--- src/rtl/qpu_dtcm_icb_arbiter.sv ---
`default_nettype none
// ============================================================================
// Module      : qpu_dtcm_icb_arbiter
// Description : Two-requester round-robin ICB arbiter (LSU, measurement writer)
//               in front of the DTCM port, with an ID FIFO for response routing.
// Revision    : 1.0 - initial release
// ============================================================================
module qpu_dtcm_icb_arbiter #(
  parameter int AW        = 16,
  parameter int DW        = 32,
  parameter int OST_DEPTH = 2
) (
  input  logic                         clk,
  input  logic                         rst,
  // requester 0 (LSU)
  input  logic                         r0_cmd_valid,
  output logic                         r0_cmd_ready,
  input  logic [AW-1:0]                r0_cmd_addr,
  input  logic                         r0_cmd_read,
  input  logic [DW-1:0]                r0_cmd_wdata,
  input  logic [DW/8-1:0]              r0_cmd_wmask,
  output logic                         r0_rsp_valid,
  input  logic                         r0_rsp_ready,
  output logic [DW-1:0]                r0_rsp_rdata,
  // requester 1 (measurement-result writer)
  input  logic                         r1_cmd_valid,
  output logic                         r1_cmd_ready,
  input  logic [AW-1:0]                r1_cmd_addr,
  input  logic                         r1_cmd_read,
  input  logic [DW-1:0]                r1_cmd_wdata,
  input  logic [DW/8-1:0]              r1_cmd_wmask,
  output logic                         r1_rsp_valid,
  input  logic                         r1_rsp_ready,
  output logic [DW-1:0]                r1_rsp_rdata,
  // DTCM controller side
  output logic                         o_cmd_valid,
  input  logic                         o_cmd_ready,
  output logic [AW-1:0]                o_cmd_addr,
  output logic                         o_cmd_read,
  output logic [DW-1:0]                o_cmd_wdata,
  output logic [DW/8-1:0]              o_cmd_wmask,
  input  logic                         o_rsp_valid,
  output logic                         o_rsp_ready,
  input  logic [DW-1:0]                o_rsp_rdata,
  // status
  output logic [$clog2(OST_DEPTH):0]   ost_cnt,
  output logic                         err_orphan_rsp
);

  localparam int c_PW = $clog2(OST_DEPTH);
  localparam int c_CW = $clog2(OST_DEPTH) + 1;

  logic              r_rr_last;
  logic              r_lock_vld;
  logic              r_lock_id;
  logic              r_ids [OST_DEPTH];
  logic [c_PW-1:0]   r_wr_ptr;
  logic [c_PW-1:0]   r_rd_ptr;
  logic [c_CW-1:0]   r_cnt;
  logic              r_err;

  logic w_full;
  logic w_empty;
  logic w_gnt_vld;
  logic w_gnt_id;
  logic w_sel_valid;
  logic w_push;
  logic w_stall;
  logic w_head;
  logic w_pop;
  logic w_orphan;

  assign w_full  = (r_cnt == c_CW'(OST_DEPTH));
  assign w_empty = (r_cnt == '0);

  // A stalled command locks the grant so the presented fields cannot switch.
  always_comb begin
    w_gnt_vld = 1'b0;
    w_gnt_id  = 1'b0;
    if (r_lock_vld) begin
      w_gnt_vld = 1'b1;
      w_gnt_id  = r_lock_id;
    end else if (r0_cmd_valid && r1_cmd_valid) begin
      w_gnt_vld = 1'b1;
      w_gnt_id  = ~r_rr_last;
    end else if (r0_cmd_valid) begin
      w_gnt_vld = 1'b1;
      w_gnt_id  = 1'b0;
    end else if (r1_cmd_valid) begin
      w_gnt_vld = 1'b1;
      w_gnt_id  = 1'b1;
    end
  end

  assign w_sel_valid  = w_gnt_id ? r1_cmd_valid : r0_cmd_valid;
  assign o_cmd_valid  = w_gnt_vld & w_sel_valid & ~w_full;
  assign o_cmd_addr   = w_gnt_id ? r1_cmd_addr  : r0_cmd_addr;
  assign o_cmd_read   = w_gnt_id ? r1_cmd_read  : r0_cmd_read;
  assign o_cmd_wdata  = w_gnt_id ? r1_cmd_wdata : r0_cmd_wdata;
  assign o_cmd_wmask  = w_gnt_id ? r1_cmd_wmask : r0_cmd_wmask;

  assign r0_cmd_ready = w_gnt_vld & ~w_gnt_id & o_cmd_ready & ~w_full;
  assign r1_cmd_ready = w_gnt_vld &  w_gnt_id & o_cmd_ready & ~w_full;

  assign w_push  = o_cmd_valid & o_cmd_ready;
  assign w_stall = o_cmd_valid & ~o_cmd_ready;

  // Responses follow the FIFO head; with nothing outstanding they are absorbed.
  assign w_head       = r_ids[r_rd_ptr];
  assign r0_rsp_valid = o_rsp_valid & ~w_empty & ~w_head;
  assign r1_rsp_valid = o_rsp_valid & ~w_empty &  w_head;
  assign r0_rsp_rdata = o_rsp_rdata;
  assign r1_rsp_rdata = o_rsp_rdata;
  assign o_rsp_ready  = w_empty ? 1'b1 : (w_head ? r1_rsp_ready : r0_rsp_ready);
  assign w_pop        = o_rsp_valid & o_rsp_ready & ~w_empty;
  assign w_orphan     = o_rsp_valid & w_empty;

  assign ost_cnt        = r_cnt;
  assign err_orphan_rsp = r_err;

  always_ff @(posedge clk) begin
    if (rst) begin
      r_rr_last  <= 1'b1;
      r_lock_vld <= 1'b0;
      r_lock_id  <= 1'b0;
      r_wr_ptr   <= '0;
      r_rd_ptr   <= '0;
      r_cnt      <= '0;
      r_err      <= 1'b0;
    end else begin
      if (w_push) begin
        r_ids[r_wr_ptr] <= w_gnt_id;
        r_wr_ptr        <= r_wr_ptr + c_PW'(1);
        r_rr_last       <= w_gnt_id;
        r_lock_vld      <= 1'b0;
      end else if (w_stall) begin
        r_lock_vld <= 1'b1;
        r_lock_id  <= w_gnt_id;
      end
      if (w_pop) begin
        r_rd_ptr <= r_rd_ptr + c_PW'(1);
      end
      case ({w_push, w_pop})
        2'b10:   r_cnt <= r_cnt + c_CW'(1);
        2'b01:   r_cnt <= r_cnt - c_CW'(1);
        default: r_cnt <= r_cnt;
      endcase
      if (w_orphan) begin
        r_err <= 1'b1;
      end
    end
  end

endmodule
`default_nettype wire
--- config.mk ---
export PLATFORM = sky130hd
export DESIGN_NAME = qpu_dtcm_icb_arbiter
export DESIGN_NICKNAME = d
export VERILOG_FILES = /design/src/rtl/qpu_dtcm_icb_arbiter.sv
export SDC_FILE = /design/constraint.sdc
export NUM_CORES = 1
export LEC_CHECK = 0
export BUFFER_PORTS_ARGS = -buffer_cell sky130_fd_sc_hd__buf_4
export CAP_MARGIN = 10
export CORE_AREA = 4 4 102 104
export CTS_BUF_LIST = sky130_fd_sc_hd__clkbuf_4 sky130_fd_sc_hd__clkbuf_8
export CTS_CLUSTER_DIAMETER = 80
export DETAILED_ROUTE_END_ITERATION = 8
export DIE_AREA = 0 0 106 108
export SLEW_MARGIN = 10
export SYNTH_ARGS = -nofsm -noshare
export SYNTH_HDL_FRONTEND = slang
export SYNTH_SLANG_ARGS = --single-unit
--- constraint.sdc ---
create_clock -name clk -period 3.1 [get_ports clk]
set_input_delay 0.465 -clock clk [delete_from_list [all_inputs] [get_ports clk]]
set_output_delay 0.465 -clock clk [all_outputs]
set_load 0.02 [all_outputs]
==> results of run 1 <==
## path summary, 6_finish.rpt
path,startpoint,end,slack (ns)
hold / removal,err_orphan_rsp,err_orphan_rsp,0.46
setup reg to reg,r_lock_vld,ost_cnt[1],1.06
hold reg to reg,err_orphan_rsp,err_orphan_rsp,0.46
setup / recovery,r_lock_vld,o_cmd_wdata[22],0.74
## layer usage
layer	up-vias	share of wire, %	GRT usage, %
li1	810	-	-
met1	739	36	9.78
met2	107	52	17.5
met3	15	11	3.10
met4	0	1.6	2.50
met5	-	0	0
## registers in the layout, summed over array words and instances, names as in the netlist, named ones only
signal,flops
r_rd_ptr,1
err_orphan_rsp,1
r_rr_last,1
r_lock_vld,1
r_lock_id,1
r_wr_ptr,1
ost_cnt,2
r_ids,2
## placed cells by master (no fill, tap or decap), drive strengths merged, types with 2 or more instances in the layout
| cell | Yosys | final |
|---|---|---|
| nor2 | 8 | 8 |
| nor2b | 4 | 4 |
| nand3b | 2 | 2 |
| edfxtp | 2 | 2 |
| nand2 | 2 | 2 |
| o21ai | 3 | 3 |
| mux2i | 4 | 4 |
| o211ai | 2 | 2 |
| a21oi | 2 | 2 |
| clkbuf | 1 | 3 |
| mux2 | 57 | 57 |
| buf | 71 | 177 |
| dfxtp | 9 | 9 |
| inv | 2 | 2 |
## worst reg2reg max path, cell delays in order, from the launching register on
cell	delay, ns
dfxtp_1	0.46
mux2_1	0.38
o2111ai_2	0.30
ha_1	0.32
or3_1	0.38
a21oi_1	0.14
## kinds of logic after synthesis
| logic type | synth area share [%] |
|---|---|
| AO/OA/AOI/OAI | 6.58 |
| AND/OR/NAND/NOR | 7.15 |
| XOR/XNOR | 1.00 |
| flip-flops | 13.7 |
| buffers and inverters | 31.7 |
| adder cells (fa/ha/maj) | 0.715 |
| multiplexers | 39.2 |
## power by group through the flow
stage          Sequential (W)  Clock [W]  Combinational [W]
5_1_grt              0.000202   0.000153           0.000654
2_1_floorplan        0.000197          0           0.000450
3_3_place_gp         0.000198          0           0.000609
6_report             0.000196   0.000141           0.000606
4_1_cts              0.000196   0.000144           0.000618
3_5_place_dp         0.000198          0           0.000615
## stage by stage
stage | total power, W | instances | cell area (um^2) | setup slack (ns) | hold slack, ns
2_1_floorplan | 0.000647 | 187 | 1750 | 1.12 | 0.456
3_3_place_gp | 0.000806 | 425 | 2720 | 0.822 | 0.453
3_5_place_dp | 0.000814 | 425 | 2720 | 0.802 | 0.461
4_1_cts | 0.000957 | 429 | 2760 | 0.738 | 0.472
5_1_grt | 0.00101 | 429 | 2760 | 0.645 | 0.507
6_report | 0.000944 | 429 | 2760 | 0.741 | 0.463
## area by class of cell
class	count	area share [%]
Timing Repair Buffer	177	48.6
Multi-Input combinational cell	102	34.8
Sequential cell	11	8.70
Tap cell	133	6.02
Clock buffer	3	1.49
Inverter	2	0.272
Clock inverter	1	0.181
==> impl_results.md, run 1 <==
- Outcome: finished, final reports clean
- Area leader, netlist: mux2_1
- CTS buffer count: 3
- Clock Sinks: 11
- Initial DRC Count: 45
- Worst skew pair latency: ~0.24 ns
- Filler cell count: ~1000
- CTS tree: done
- Int Pwr: 0.000576 W
- Largest net degree at the start of global routing: 49
- Top-count cell post-synth: buf_4
- Worst r2r path cells: 5
- Bufs and invs on worst path: 2
- Top post-synthesis cells by area: mux2_1 (37%), buf_4 (28%), dfxtp_1 (10%)
- I/O Pins: between 200 and 300
- Via/cell ratio: ~3.9
- Setup bufs post-CTS: 0
- Post-synth top area share: 36.7%
- Tmin final: 2.36 ns
- Hold path cells: 2
- Clock H-tree levels: 1
- Post-synth EDFFs: 2
- # port buffers: 175
- Avg WL per Cell: 13.7 um
- Mapped Avg Cell Area: 9.36 um^2
- FF+latch area: between 200 and 250 um^2
- Nets: between 400 and 500
- Crit. End Element: primary output
- Crit path cell chain: nor2b_1, a22oi_2, buf_12, mux2_1, buf_4
- Die Area: about 11000 um^2
- Mapped Nets: around 330
- Slowest library cell on the worst path: dfxtp_1
- RSZ-0062 raised after global routing: no
- Fmax: 424 MHz
- Vias in the first global route: about 1700
- FF+latch count, synth: 11
- Post-synth top flop: dfxtp_1
- Tightest Pin Transition: 0.426 ns
- Comb pwr share: between 60% and 70%
- Area of the multi-input gates: between 900 and 1000 um^2
- Worst EP required: 2.63 ns
- Clk pin slew, worst setup/hold paths: roughly 0.05 ns
- DR pass1 iterations: 4
- Max-slew headroom: between 70% and 80%
- Starting Density: between 10% and 20%
- Max Cap Violations: 0
- Most frequent cells after synthesis: buf_4 (65), mux2_1 (57), dfxtp_1 (9)
- Die W: around 110 um
- Area Overhead vs Synth: 57.8%
- Vias post-DR: roughly 1700
- Endpoints failing setup: 0
- Worst path top cell family by delay: flip-flops
- Clock power share: between 10 and 15%
- # diodes: 0
- Die height: roughly 110 um
- Final Max Slew Viols: 0
- Routed Antenna Nets: 0
- Synthesized area: ~1800 um^2
- IR drop worst, VDD: ~120 uV
- Syn Inst Count: around 190
- Rows: 36
- Worst Hold Class: reg -> reg
- Final Core Density: slightly below 30%
- Yosys synthesis warning count: 0
- Tot GR Track Use: under 10%
- CTS max path bufs: 2
- Crit path max fanout: 48
- Setup tns final: 0 ns
- Hold_buf cts: 0
- First-pass GRT wire length: ~8.6 mm
- Slowest stage delay, CP: 0.46 ns
- PwrDens: approximately 340 nW/um^2
- Final Cycle Share: about 76%
- Crit path depth: 5
- Final wirelength: between 5 and 6 mm
- Crit Path Class: reg -> out
- Switching power: between 0.0003 and 0.0004 W
- Clock Tree Root: clkbuf_8
- DRC errors left: 0
- CP Data Arrival Time: 1.89 ns
- Sequential element share of the synthesized area: 13.7%
- Distinct cells, synth: 36
- Switching Share: 39.0%
- Core region area: 9550 um^2
- Final hold vios: 0
- Share of synthesized flip-flops with an asynchronous set or reset: 0%
- Initial antenna violation count: 0
- Gr ovfl total: 0
- Clk_skew: between 0.007 and 0.008 ns
- Startpoint class of the critical path: register
- Detail Placement HPWL: 5.14 mm
- Gpl congestion: 0.748
- Leakage Power: 1.34 nW
- Sequential Power Share: between 20% and 30%
- # resized after CTS: 0
- Share of cells above drive strength 1: ~63%
(Power assumes the default switching activity.)
==> run 2, diff against run 1 <==
--- a/config.mk
+++ b/config.mk
@@ -7,11 +7,11 @@
 export LEC_CHECK = 0
 export BUFFER_PORTS_ARGS = -buffer_cell sky130_fd_sc_hd__buf_4
 export CAP_MARGIN = 10
-export CORE_AREA = 4 4 102 104
+export CORE_AREA = 4 4 105 107
 export CTS_BUF_LIST = sky130_fd_sc_hd__clkbuf_4 sky130_fd_sc_hd__clkbuf_8
 export CTS_CLUSTER_DIAMETER = 80
 export DETAILED_ROUTE_END_ITERATION = 8
-export DIE_AREA = 0 0 106 108
+export DIE_AREA = 0 0 109 111
 export SLEW_MARGIN = 10
 export SYNTH_ARGS = -nofsm -noshare
 export SYNTH_HDL_FRONTEND = slang
==> constraint.sdc (replaced) <==
create_clock -name clk -period 1.95 [get_ports clk]
set_input_delay 0.2925 -clock clk [delete_from_list [all_inputs] [get_ports clk]]
set_output_delay 0.2925 -clock clk [all_outputs]
set_load 0.02 [all_outputs]
==> impl_results.md, run 2 (synthesized netlist as in run 1, its figures left out) <==
- Outcome: finished, final reports clean (unchanged)
- Tightest Pin Transition: 0.328 ns (was 0.426 ns)
- Vias in the first global route: 1767 (was 1711)
- RSZ-0062 raised after global routing: yes (was no)
- Routed Antenna Nets: 0 (unchanged)
- Via/cell ratio: 4.01 (was 3.90)
- First-pass GRT wire length: 9.22 mm (was 8.62 mm)
- Nets: 457 (was 444)
- Final Max Slew Viols: 0 (unchanged)
- R2R setup slack: 0.15 ns (was 1.06 ns)
- Pre-CTS setup slack: 0.0315 ns (was 0.802 ns)
- CTS tree: done (unchanged)
- Starting Density: 17.3% (was 18.3%)
- Most Crowded Layer GR: met2 (unchanged)
- Initial antenna violation count: 0 (unchanged)
- Clock Sinks: 11 (unchanged)
- DR pass1 iterations: 4 (unchanged)
- HP Start: rst (was err_orphan_rsp)
- Gpl congestion: 0.751 (was 0.748)
- Final Power: 0.00181 W (was 0.000944 W)
- Die W: 109 um (was 106 um)
- CTS buffer count: 3 (unchanged)
- DRC errors left: 0 (unchanged)
- Clk_skew: 0.00127 ns (was 0.00777 ns)
- Vias post-DR: 1784 (was 1671)
- Crit Path Class: reg -> out (unchanged)
- Fmax: a little over 500 MHz
- Filler cell count: 1037 (was 1035)
- Die height: 111 um (was 108 um)
- Detail Placement HPWL: 5.42 mm (was 5.14 mm)
- Leakage Power: 1.67 nW (was 1.34 nW)
- Gr ovfl total: 0 (unchanged)
- Worst EP required: 1.66 ns (was 2.63 ns)
- Initial DRC Count: 29 (was 45)
- Final wirelength: 7.32 mm (was 5.88 mm)
- Placed cells: 434 (was 425)
- Share of cells above drive strength 1: 78.0% (was 62.5%)
- Largest net degree at the start of global routing: 28 (was 49)
- # diodes: 0 (unchanged)
- Clk pin slew, worst setup/hold paths: 0.05 ns (about the same)
- Met1 Track Usage GR: 10.7% (was 9.78%)
- Area Overhead vs Synth: 85.3% (was 57.8%)
- Hold path cells: 2 (unchanged)
- Startpoint class of the critical path: register (unchanged)
- Clock H-tree levels: 1 (unchanged)
- Rows: 37 (was 36)
- Core region area: 10100 um^2 (was 9550 um^2)
- Max Cap Violations: 0 (unchanged)
- Worst r2r path cells: 5 (unchanged)
- Endpoints failing setup: 0 (unchanged)
- Die Area: 12100 um^2 (was 11400 um^2)
- Most common cell after layout, fill and taps aside: buf_4 (unchanged)
- CP Data Arrival Time: 1.65 ns (was 1.89 ns)
- Endpoint, Worst Hold: ost_cnt[1] (was err_orphan_rsp)
- Max-slew headroom: 78.0% (was 71.2%)
- Worst Hold Class: in -> reg (was reg -> reg)
- Avg WL per Cell: 16.4 um (was 13.7 um)
- IR drop worst, VDD: 405 uV (was 125 uV)
- Crit path max fanout: 7 (was 48)
- Setup tns final: 0 ns (unchanged)
- Commonest non-fill, non-tap cells in the layout: buf_4 (146), buf_6 (38), mux2_4 (37) (was buf_4 (176), mux2_1 (57), dfxtp_1 (9))
- Reg2reg end: ost_cnt[1] (unchanged)
- Tot GR Track Use: 9.55% (was 9.24%)
- PwrDens: 559 nW/um^2 (was 342 nW/um^2)
- Hold_buf cts: 0 (unchanged)
- Non-Filler Instances: 445 (was 429)
- CTS max path bufs: 2 (unchanged)
- Hold Worst Slack: 0.318 ns (was 0.463 ns)
- Grt met2 use: 17.7% (was 17.5%)
- Tmin final: ~1.9 ns
- Clock Tree Root: clkbuf_8 (unchanged)
- Reg2Reg Launch Point: r_ids[0] (was r_lock_vld)
- Final Cycle Share: 99.7%
- # port buffers: 175 (unchanged)
- Crit. End Element: primary output (unchanged)
- Final setup margin: 0.00630 ns (was 0.741 ns)
- Final hold vios: 0 (unchanged)
- I/O Pins: 272 (unchanged)
- Grt met3 use: 2.39% (was 3.10%)
- Worst skew pair latency: 0.24 ns (about the same)
-- run 2: through the flow --
stage | cell area, um^2 | util, %
after floorplan | 1750 | -
after detailed placement | 2780 | 27.4
after global routing | 3240 | 32.0
after global placement | 2780 | 27.4
final | 3240 | 32.0
after CTS | 2880 | 28.4
-- run 2: area by class of cell --
type                       count  area (um^2)  share of cell area [%]
clock inverter                 1         5.00                   0.154
clock buffer                   3         41.3                    1.27
sequential                    11          246                    7.60
timing repair buffer         190         1670                    51.4
multi-input combinational    102         1110                    34.1
inverter                       2         7.51                   0.231
tap                          136          170                    5.24
-- run 2: how the worst max path moves through the flow --
| stage | startpoint | end | slack (ns) | depth (start not counted) |
|---|---|---|---|---|
| after global routing | r_rr_last | o_cmd_addr[11] | -0.07 | 6 |
| after floorplan | ost_cnt[0] | ost_cnt[1] | 0.008 | 6 |
| after detailed placement | r1_cmd_valid | o_cmd_addr[12] | 0.03 | 6 |
| after CTS | r_lock_vld | o_cmd_wdata[29] | -0.05 | 6 |
| final | r_lock_vld | o_cmd_addr[12] | 0.006 | 5 |
| after global placement | r1_cmd_valid | o_cmd_addr[12] | 0.04 | 6 |
-- run 2: metal layers --
layer | share of wire, % | wire length (um)
met1 | 36 | 2660
met2 | 54 | 3940
met3 | 9.0 | 657
met4 | 0.81 | 59
met5 | 0 | 0
-- run 2: where the power goes --
part / switching [W] / leakage (nW) / internal, W
Combinational: 0.000548 / 1.55 / 0.000730
Clock: 0.0000893 / 0.0255 / 0.000141
Sequential: 0.0000366 / 0.0934 / 0.000269
Total: 0.000674 / 1.67 / 0.00114
-- run 2: repair_timing --
action                                  CTS  global route
resized for setup                         5            79
pin swaps                                 1             1
endpoints found under the hold margin     0             0
cloned                                    1             4
setup buffers                             2             0
endpoints found under the setup margin   53            55
-- run 2: worst max-delay path, stage by stage (launching register included) --
cell and delay, ns:
dfxtp_4 0.35, a22oi_2 0.21, buf_6 0.20, clkbuf_16 0.18, mux2_4 0.32, buf_6 0.14
